## src/rtl/k12a_lcd_pkg.sv

```systemverilog
// Shared types and constants for the K12A character-LCD write sequencer:
// FSM state encoding, default bus timing and the slow clear/home opcodes.
package k12a_lcd_pkg;

  typedef enum logic [2:0] {
    ST_IDLE,
    ST_SETUP,
    ST_PULSE,
    ST_HOLD,
    ST_WAIT
  } lcd_state_t;

  localparam int DEF_SETUP_CYCLES     = 2;
  localparam int DEF_PULSE_CYCLES     = 4;
  localparam int DEF_HOLD_CYCLES      = 2;
  localparam int DEF_EXEC_CYCLES      = 40;
  localparam int DEF_LONG_EXEC_CYCLES = 1600;
  localparam int DEF_FIFO_DEPTH       = 4;

  localparam logic [7:0] OP_CLEAR     = 8'h01;
  localparam logic [7:0] OP_HOME      = 8'h02;
  localparam logic [7:0] OP_HOME_ALT  = 8'h03;

  // Clear/home instructions need the controller's long execution time.
  function automatic logic is_long_cmd(input logic rs, input logic [7:0] data);
    return !rs && ((data == OP_CLEAR) || (data == OP_HOME) || (data == OP_HOME_ALT));
  endfunction

endpackage

```

## src/rtl/k12a_sync_fifo.sv

```systemverilog
// Single-clock FIFO with registered occupancy; pushes when full and pops when
// empty are ignored. DEPTH must be a power of two, at least 2.
module k12a_sync_fifo #(
  parameter int WIDTH = 9,
  parameter int DEPTH = 4,
  localparam int AW = $clog2(DEPTH),
  localparam int LW = AW + 1
) (
  input  logic             clock,
  input  logic             reset,
  input  logic             push,
  input  logic [WIDTH-1:0] push_data,
  input  logic             pop,
  output logic [WIDTH-1:0] pop_data,
  output logic             full,
  output logic             empty,
  output logic [LW-1:0]    level
);

  logic [WIDTH-1:0] mem [DEPTH];
  logic [AW-1:0]    wr_ptr;
  logic [AW-1:0]    rd_ptr;
  logic             do_push;
  logic             do_pop;

  assign full     = (level == LW'(DEPTH));
  assign empty    = (level == '0);
  assign do_push  = push && !full;
  assign do_pop   = pop && !empty;
  assign pop_data = mem[rd_ptr];

  // Storage carries no reset; only pointers and occupancy are control state.
  always_ff @(posedge clock) begin
    if (do_push) mem[wr_ptr] <= push_data;
  end

  always_ff @(posedge clock or posedge reset) begin
    if (reset) begin
      wr_ptr <= '0;
      rd_ptr <= '0;
      level  <= '0;
    end else begin
      if (do_push) wr_ptr <= wr_ptr + AW'(1);
      if (do_pop)  rd_ptr <= rd_ptr + AW'(1);
      case ({do_push, do_pop})
        2'b10:   level <= level + LW'(1);
        2'b01:   level <= level - LW'(1);
        default: level <= level;
      endcase
    end
  end

endmodule

```

## src/rtl/k12a_lcd_sequencer.sv

```systemverilog
// Queues LCD instruction/data bytes and plays each one out as a timed
// RS/DATA setup, EN pulse, hold and controller-execution wait.
module k12a_lcd_sequencer
  import k12a_lcd_pkg::*;
#(
  parameter int SETUP_CYCLES     = DEF_SETUP_CYCLES,
  parameter int PULSE_CYCLES     = DEF_PULSE_CYCLES,
  parameter int HOLD_CYCLES      = DEF_HOLD_CYCLES,
  parameter int EXEC_CYCLES      = DEF_EXEC_CYCLES,
  parameter int LONG_EXEC_CYCLES = DEF_LONG_EXEC_CYCLES,
  parameter int FIFO_DEPTH       = DEF_FIFO_DEPTH,
  localparam int LVL_W = $clog2(FIFO_DEPTH) + 1
) (
  input  logic             cpu_clock,
  input  logic             reset,
  input  logic             cmd_valid,
  input  logic             cmd_rs,
  input  logic [7:0]       cmd_data,
  output logic             cmd_ready,
  output logic             busy,
  output logic [LVL_W-1:0] level,
  output logic             overflow,
  input  logic             overflow_clear,
  output logic             lcd_rs,
  output logic             lcd_rw,
  output logic             lcd_en,
  output logic [7:0]       lcd_data
);

  localparam logic [15:0] SETUP_LD = 16'(SETUP_CYCLES - 1);
  localparam logic [15:0] PULSE_LD = 16'(PULSE_CYCLES - 1);
  localparam logic [15:0] HOLD_LD  = 16'(HOLD_CYCLES - 1);
  localparam logic [15:0] EXEC_LD  = 16'(EXEC_CYCLES - 1);
  localparam logic [15:0] LONG_LD  = 16'(LONG_EXEC_CYCLES - 1);

  lcd_state_t  state, state_nxt;
  logic [15:0] cnt, cnt_nxt;
  logic        en_nxt;
  logic        pop;
  logic        load_cmd;
  logic        long_cmd;
  logic        fifo_full;
  logic        fifo_empty;
  logic [8:0]  head;
  logic        dropped;

  k12a_sync_fifo #(
    .WIDTH (9),
    .DEPTH (FIFO_DEPTH)
  ) u_fifo (
    .clock     (cpu_clock),
    .reset     (reset),
    .push      (cmd_valid && cmd_ready),
    .push_data ({cmd_rs, cmd_data}),
    .pop       (pop),
    .pop_data  (head),
    .full      (fifo_full),
    .empty     (fifo_empty),
    .level     (level)
  );

  assign cmd_ready = !fifo_full;
  assign dropped   = cmd_valid && !cmd_ready;
  assign busy      = (state != ST_IDLE) || (level != '0);
  assign lcd_rw    = 1'b0;

  always_comb begin
    state_nxt = state;
    cnt_nxt   = cnt;
    en_nxt    = 1'b0;
    pop       = 1'b0;
    load_cmd  = 1'b0;
    case (state)
      ST_IDLE: begin
        if (!fifo_empty) begin
          pop       = 1'b1;
          load_cmd  = 1'b1;
          state_nxt = ST_SETUP;
          cnt_nxt   = SETUP_LD;
        end
      end
      ST_SETUP: begin
        if (cnt == '0) begin
          state_nxt = ST_PULSE;
          cnt_nxt   = PULSE_LD;
          en_nxt    = 1'b1;
        end else begin
          cnt_nxt   = cnt - 16'd1;
        end
      end
      ST_PULSE: begin
        if (cnt == '0) begin
          state_nxt = ST_HOLD;
          cnt_nxt   = HOLD_LD;
        end else begin
          cnt_nxt   = cnt - 16'd1;
          en_nxt    = 1'b1;
        end
      end
      ST_HOLD: begin
        if (cnt == '0) begin
          state_nxt = ST_WAIT;
          cnt_nxt   = long_cmd ? LONG_LD : EXEC_LD;
        end else begin
          cnt_nxt   = cnt - 16'd1;
        end
      end
      ST_WAIT: begin
        // Chain straight into the next command so no IDLE cycle is spent.
        if (cnt == '0) begin
          if (!fifo_empty) begin
            pop       = 1'b1;
            load_cmd  = 1'b1;
            state_nxt = ST_SETUP;
            cnt_nxt   = SETUP_LD;
          end else begin
            state_nxt = ST_IDLE;
          end
        end else begin
          cnt_nxt   = cnt - 16'd1;
        end
      end
      default: state_nxt = ST_IDLE;
    endcase
  end

  always_ff @(posedge cpu_clock or posedge reset) begin
    if (reset) begin
      state    <= ST_IDLE;
      cnt      <= '0;
      lcd_en   <= 1'b0;
      lcd_rs   <= 1'b0;
      lcd_data <= 8'h00;
      long_cmd <= 1'b0;
      overflow <= 1'b0;
    end else begin
      state  <= state_nxt;
      cnt    <= cnt_nxt;
      lcd_en <= en_nxt;
      if (load_cmd) begin
        lcd_rs   <= head[8];
        lcd_data <= head[7:0];
        long_cmd <= is_long_cmd(head[8], head[7:0]);
      end
      // A dropped push outranks a clear in the same cycle.
      if (dropped)             overflow <= 1'b1;
      else if (overflow_clear) overflow <= 1'b0;
    end
  end

endmodule
```

## config.mk

```make
export PLATFORM = sky130hd
export DESIGN_NAME = k12a_lcd_sequencer
export DESIGN_NICKNAME = d
export VERILOG_FILES = /design/src/rtl/k12a_lcd_pkg.sv /design/src/rtl/k12a_sync_fifo.sv /design/src/rtl/k12a_lcd_sequencer.sv
export SDC_FILE = /design/constraint.sdc
export NUM_CORES = 1
export LEC_CHECK = 0
export CORE_MARGIN = 3
export CORE_UTILIZATION = 30
export CTS_CLUSTER_DIAMETER = 50
export DETAILED_ROUTE_END_ITERATION = 6
export HOLD_SLACK_MARGIN = 0.05
export PLACE_DENSITY_LB_ADDON = 0.12
export SLEW_MARGIN = 25
export SYNTH_ARGS = -nofsm -noshare
export SYNTH_HDL_FRONTEND = slang
export SYNTH_SLANG_ARGS = --single-unit
export TNS_END_PERCENT = 50
```

## constraint.sdc

```tcl
create_clock -name cpu_clock -period 3 [get_ports cpu_clock]
set_input_delay 0.75 -clock cpu_clock [delete_from_list [all_inputs] [get_ports cpu_clock]]
set_output_delay 0.75 -clock cpu_clock [all_outputs]
set_load 0.005 [all_outputs]
```

==> metrics.yaml, run 1 <==
place:
  dp_hpwl_um: 5039
  gp_congestion: 0.8265
  port_buffers: 28
  dpl-instance-area_um2: 3934
hold_path:
  hold_class: "register to register"
  hp-start: "lcd_data[7]$_DFFE_PP0N_"
  holdPathStages: 1
  min_to: "lcd_data[7]$_DFFE_PP0N_"
drt:
  wl_per_cell_um: 16.27
  wirelength_um: 7418
  postRouteAntennaNets: 0
  firstDrtPassIters: 4
  first_iter_violations: 114
  viasPerCell: 4.923
  vias: 2245
  drc_errors: 0
floorplan:
  rows: 38
  io_pins: 30
  die_w_um: 113.4
  die_area_um2: 12870
  coreArea_um2: 11080
  start_util_pct: 31.25
  die_height_um: 113.4
clock_tree:
  cts.sinks: 74
  cts_buffer_depth: 2
  cts_tree: "done"
  clkTransAtPathRegs_ns: 0.06
  clock-root-buffer: "clkbuf_16"
  cts_max_level: 3
  cts_made_buffers: 9
  clkLatencyLatePin_ns: 0.33
  post_cts_resized: 0
  cts_setup_buffers: 0
  cts_hold_buf: 0
worst_setup_path:
  cp.arrival_ns: 1.84
  ff2ff_path_depth: 12
  cp_data_required_time_ns: 2.25
  crit_type: "register to primary output"
  cp.buffers_inverters: 1
  path_max_fanout: 5
  crit_path_end_kind: "primary output"
  max_stage_delay_ns: 0.48
  cp_cell_sequence: "nor3_2 > nand3b_1 > clkdlybuf4s50_1"
  worstSetupStartpoint: "u_fifo.level[2]$_DFFE_PP0P_"
  r2r_end: "u_fifo.level[2]$_DFFE_PP0P_"
  critical_path.slowest_cell: "clkdlybuf4s50_1"
  crit_family: "simple AND/OR/NAND/NOR gates"
  r2r-start: "cnt[0]$_DFFE_PP0P_"
  critPathLaunchType: "register"
  reg2reg_setup_slack_ns: 0.44
timing:
  slew_headroom_pct: 62.93
  tns_ns: 0
  setup_viol: 0
  max_slew.worst_pin.slew_ns: 0.5561
  hold_viol_final: 0
  skew_ns: 0.004920
  clock.fmax_ghz: 0.3860
  slew_viol_final: 0
  fin_crit_ns: 2.591
  rsz0062_at_grt: "no"
  fin_crit_sh_pct: 86.36
global_routing:
  grt_pass1_vias: 2279
  gr-total-overflow: 0
  grtUsageTotal_pct: 12.57
  grt_pass1_wl_um: 12280
  grt_max_degree: 39
  antenna_found_initial: 0
pwr:
  power_frac_comb_pct: 32.4
  intPower_mw: 2.633
  leakagePower_nw: 1.659
  netSwitchingPower_mw: 1.190
  power_density_nw_per_um2: 899.9
  ir_drop_mv: 0.3595
  p_clk_share_pct: 29.8
  p_sw_share_pct: 31.13
  p_seq_share_pct: 37.8
logic_synthesis:
  synth_seq_cells: 74
  synth_edf_count: 36
  synth_ff_type: "dfrtp_1"
  ys_seq_area_share_pct: 58.69
  netlist_area_um2: 3462
  synth_cell_types: 53
  syn_inst: 274
  async_flop_share_pct: 51.35
  synth_nets: 294
  avgSynthCellArea_um2: 12.64
  yosys_warnings: 0
cells_and_area:
  fin_nets: 331
  area_growth_pct: 22.70
  fin_area_um2: 4248
  n_antenna_cell: 0
  drive_gt1_share_pct: 15.51
job:
  drv_cap: 0
outcome:
  outcome: "completed"
-- worst reg2reg max path: stages, from the launching register on --
cell and delay [ns]:
dfrtp_1 0.41, inv_1 0.07, ha_1 0.21, nor3b_1 0.28, and3_1 0.29, a31oi_1 0.13, inv_1 0.08, ha_1 0.17
inv_1 0.06, fa_1 0.37, xor2_1 0.15, nor2_1 0.12, xor2_1 0.15
-- layout by cell type, fill, tap and decap left out, types with 8 or more instances in the layout --
cell / synthesis / routed
edfxtp_1: 36 / 36
buf_4: 1 / 9
inv_1: 14 / 14
mux4_2: 9 / 9
o21ai_0: 11 / 11
clkdlybuf4s50_1: 0 / 28
clkbuf_16: 0 / 9
nand2_1: 20 / 20
nor2_1: 15 / 15
dfrtp_1: 38 / 38
a31oi_1: 9 / 9
or3_1: 8 / 8
-- registers in the layout, summed over array words and instances, names as in the netlist --
signal and flops:
u_fifo.mem 36, cnt 16, lcd_data 8, state 3, u_fifo.level 3, u_fifo.rd_ptr 2, u_fifo.wr_ptr 2, lcd_en 1
lcd_rs 1, long_cmd 1, overflow 1
-- synthesized netlist by cell type (all sizes together), types with 2 or more instances --
| library cell | count | area (µm²) |
|---|---|---|
| a211oi | 4 | 30.03 |
| a21o | 2 | 15.01 |
| a21oi | 7 | 35.03 |
| a221o | 2 | 20.02 |
| a31oi | 9 | 56.30 |
| and3 | 7 | 43.79 |
| buf | 8 | 40.04 |
| clkbuf | 3 | 11.26 |
| dfrtp | 38 | 950.9 |
| edfxtp | 36 | 1081 |
| ha | 6 | 75.07 |
| inv | 14 | 52.55 |
| mux2 | 10 | 112.6 |
| mux4 | 9 | 202.7 |
| nand2 | 20 | 75.07 |
| nand2b | 2 | 12.51 |
| nand3 | 7 | 35.03 |
| nor2 | 17 | 68.81 |
| nor3 | 9 | 71.32 |
| nor4 | 5 | 37.53 |
| o211ai | 4 | 30.03 |
| o21ai | 14 | 73.82 |
| o22ai | 2 | 12.51 |
| o311ai | 2 | 17.52 |
| o31ai | 4 | 30.03 |
| or2 | 3 | 18.77 |
| or3 | 9 | 61.31 |
| xnor2 | 7 | 68.82 |
| xor2 | 3 | 26.28 |
-- cell families after synthesis --
family / synth area share, %
other: 0.1083
buffers and inverters: 3.000
adders and majority gates: 2.747
and+or+nand+nor: 13.55
muxes: 9.396
AOI/OAI and AO/OA: 9.758
DFF: 58.69
xor gates and xnor gates: 2.747
-- worst max path at each step --
stage               slack (ns)                          end  depth (start not counted)
global placement          0.52  u_fifo.level[2]$_DFFE_PP0P_                          8
finish                    0.41                         busy                          3
detailed placement        0.46  u_fifo.level[2]$_DFFE_PP0P_                         12
global route              0.18  u_fifo.level[2]$_DFFE_PP0P_                         12
floorplan                 0.31  u_fifo.level[2]$_DFFE_PP0P_                         13
CTS                       0.37                         busy                          3
-- area by class of cell --
class	count	area, µm²
inverters	14	52.55
clock inverters	5	81.33
repair buffers	37	347.8
well taps	140	175.2
fillers	1088	6830
multi-input cells	175	1326
clock buffers	11	232.7
flip-flops and latches	74	2032
-- metrics by stage --
stage	setup WS (ns)	power [mW]	util, %	hold WS, ns	instances
after floorplan	0.3095	2.276	-	0.4423	274
after global placement	0.5209	2.726	35.51	0.4838	440
after detailed placement	0.4571	2.731	35.51	0.4933	440
after CTS	0.3711	3.892	38.34	0.5055	456
after global routing	0.1824	4.106	38.34	0.5225	456
final	0.4093	3.822	38.34	0.4980	456
-- routing by layer --
metal | up-vias | track usage [%] | wire length [µm]
li1 | 1096 | - | -
met1 | 1098 | 16.72 | 3435
met2 | 40 | 19.75 | 3627
met3 | 11 | 3.501 | 262
met4 | 0 | 4.567 | 92
met5 | - | 0 | 0
-- power by group through the flow --
stage / Sequential [mW] / Clock, mW / Combinational, mW
5_1_grt: 1.48 / 1.22 / 1.41
2_1_floorplan: 1.40 / 0 / 0.879
6_report: 1.44 / 1.14 / 1.24
4_1_cts: 1.45 / 1.17 / 1.27
3_5_place_dp: 1.47 / 0 / 1.26
3_3_place_gp: 1.47 / 0 / 1.26
Note: power is estimated with default switching activity, not from simulation.
==> run 2, diff against run 1 <==
- HOLD_SLACK_MARGIN: 0.05 -> unset
==> results of run 2 <==
Final layout, timing and power as in run 1 (identical DEF).
==> run 3, diff against run 2 <==
- TNS_END_PERCENT: 50 -> unset
==> results of run 3 <==
Final layout, timing and power as in run 1 (identical DEF).
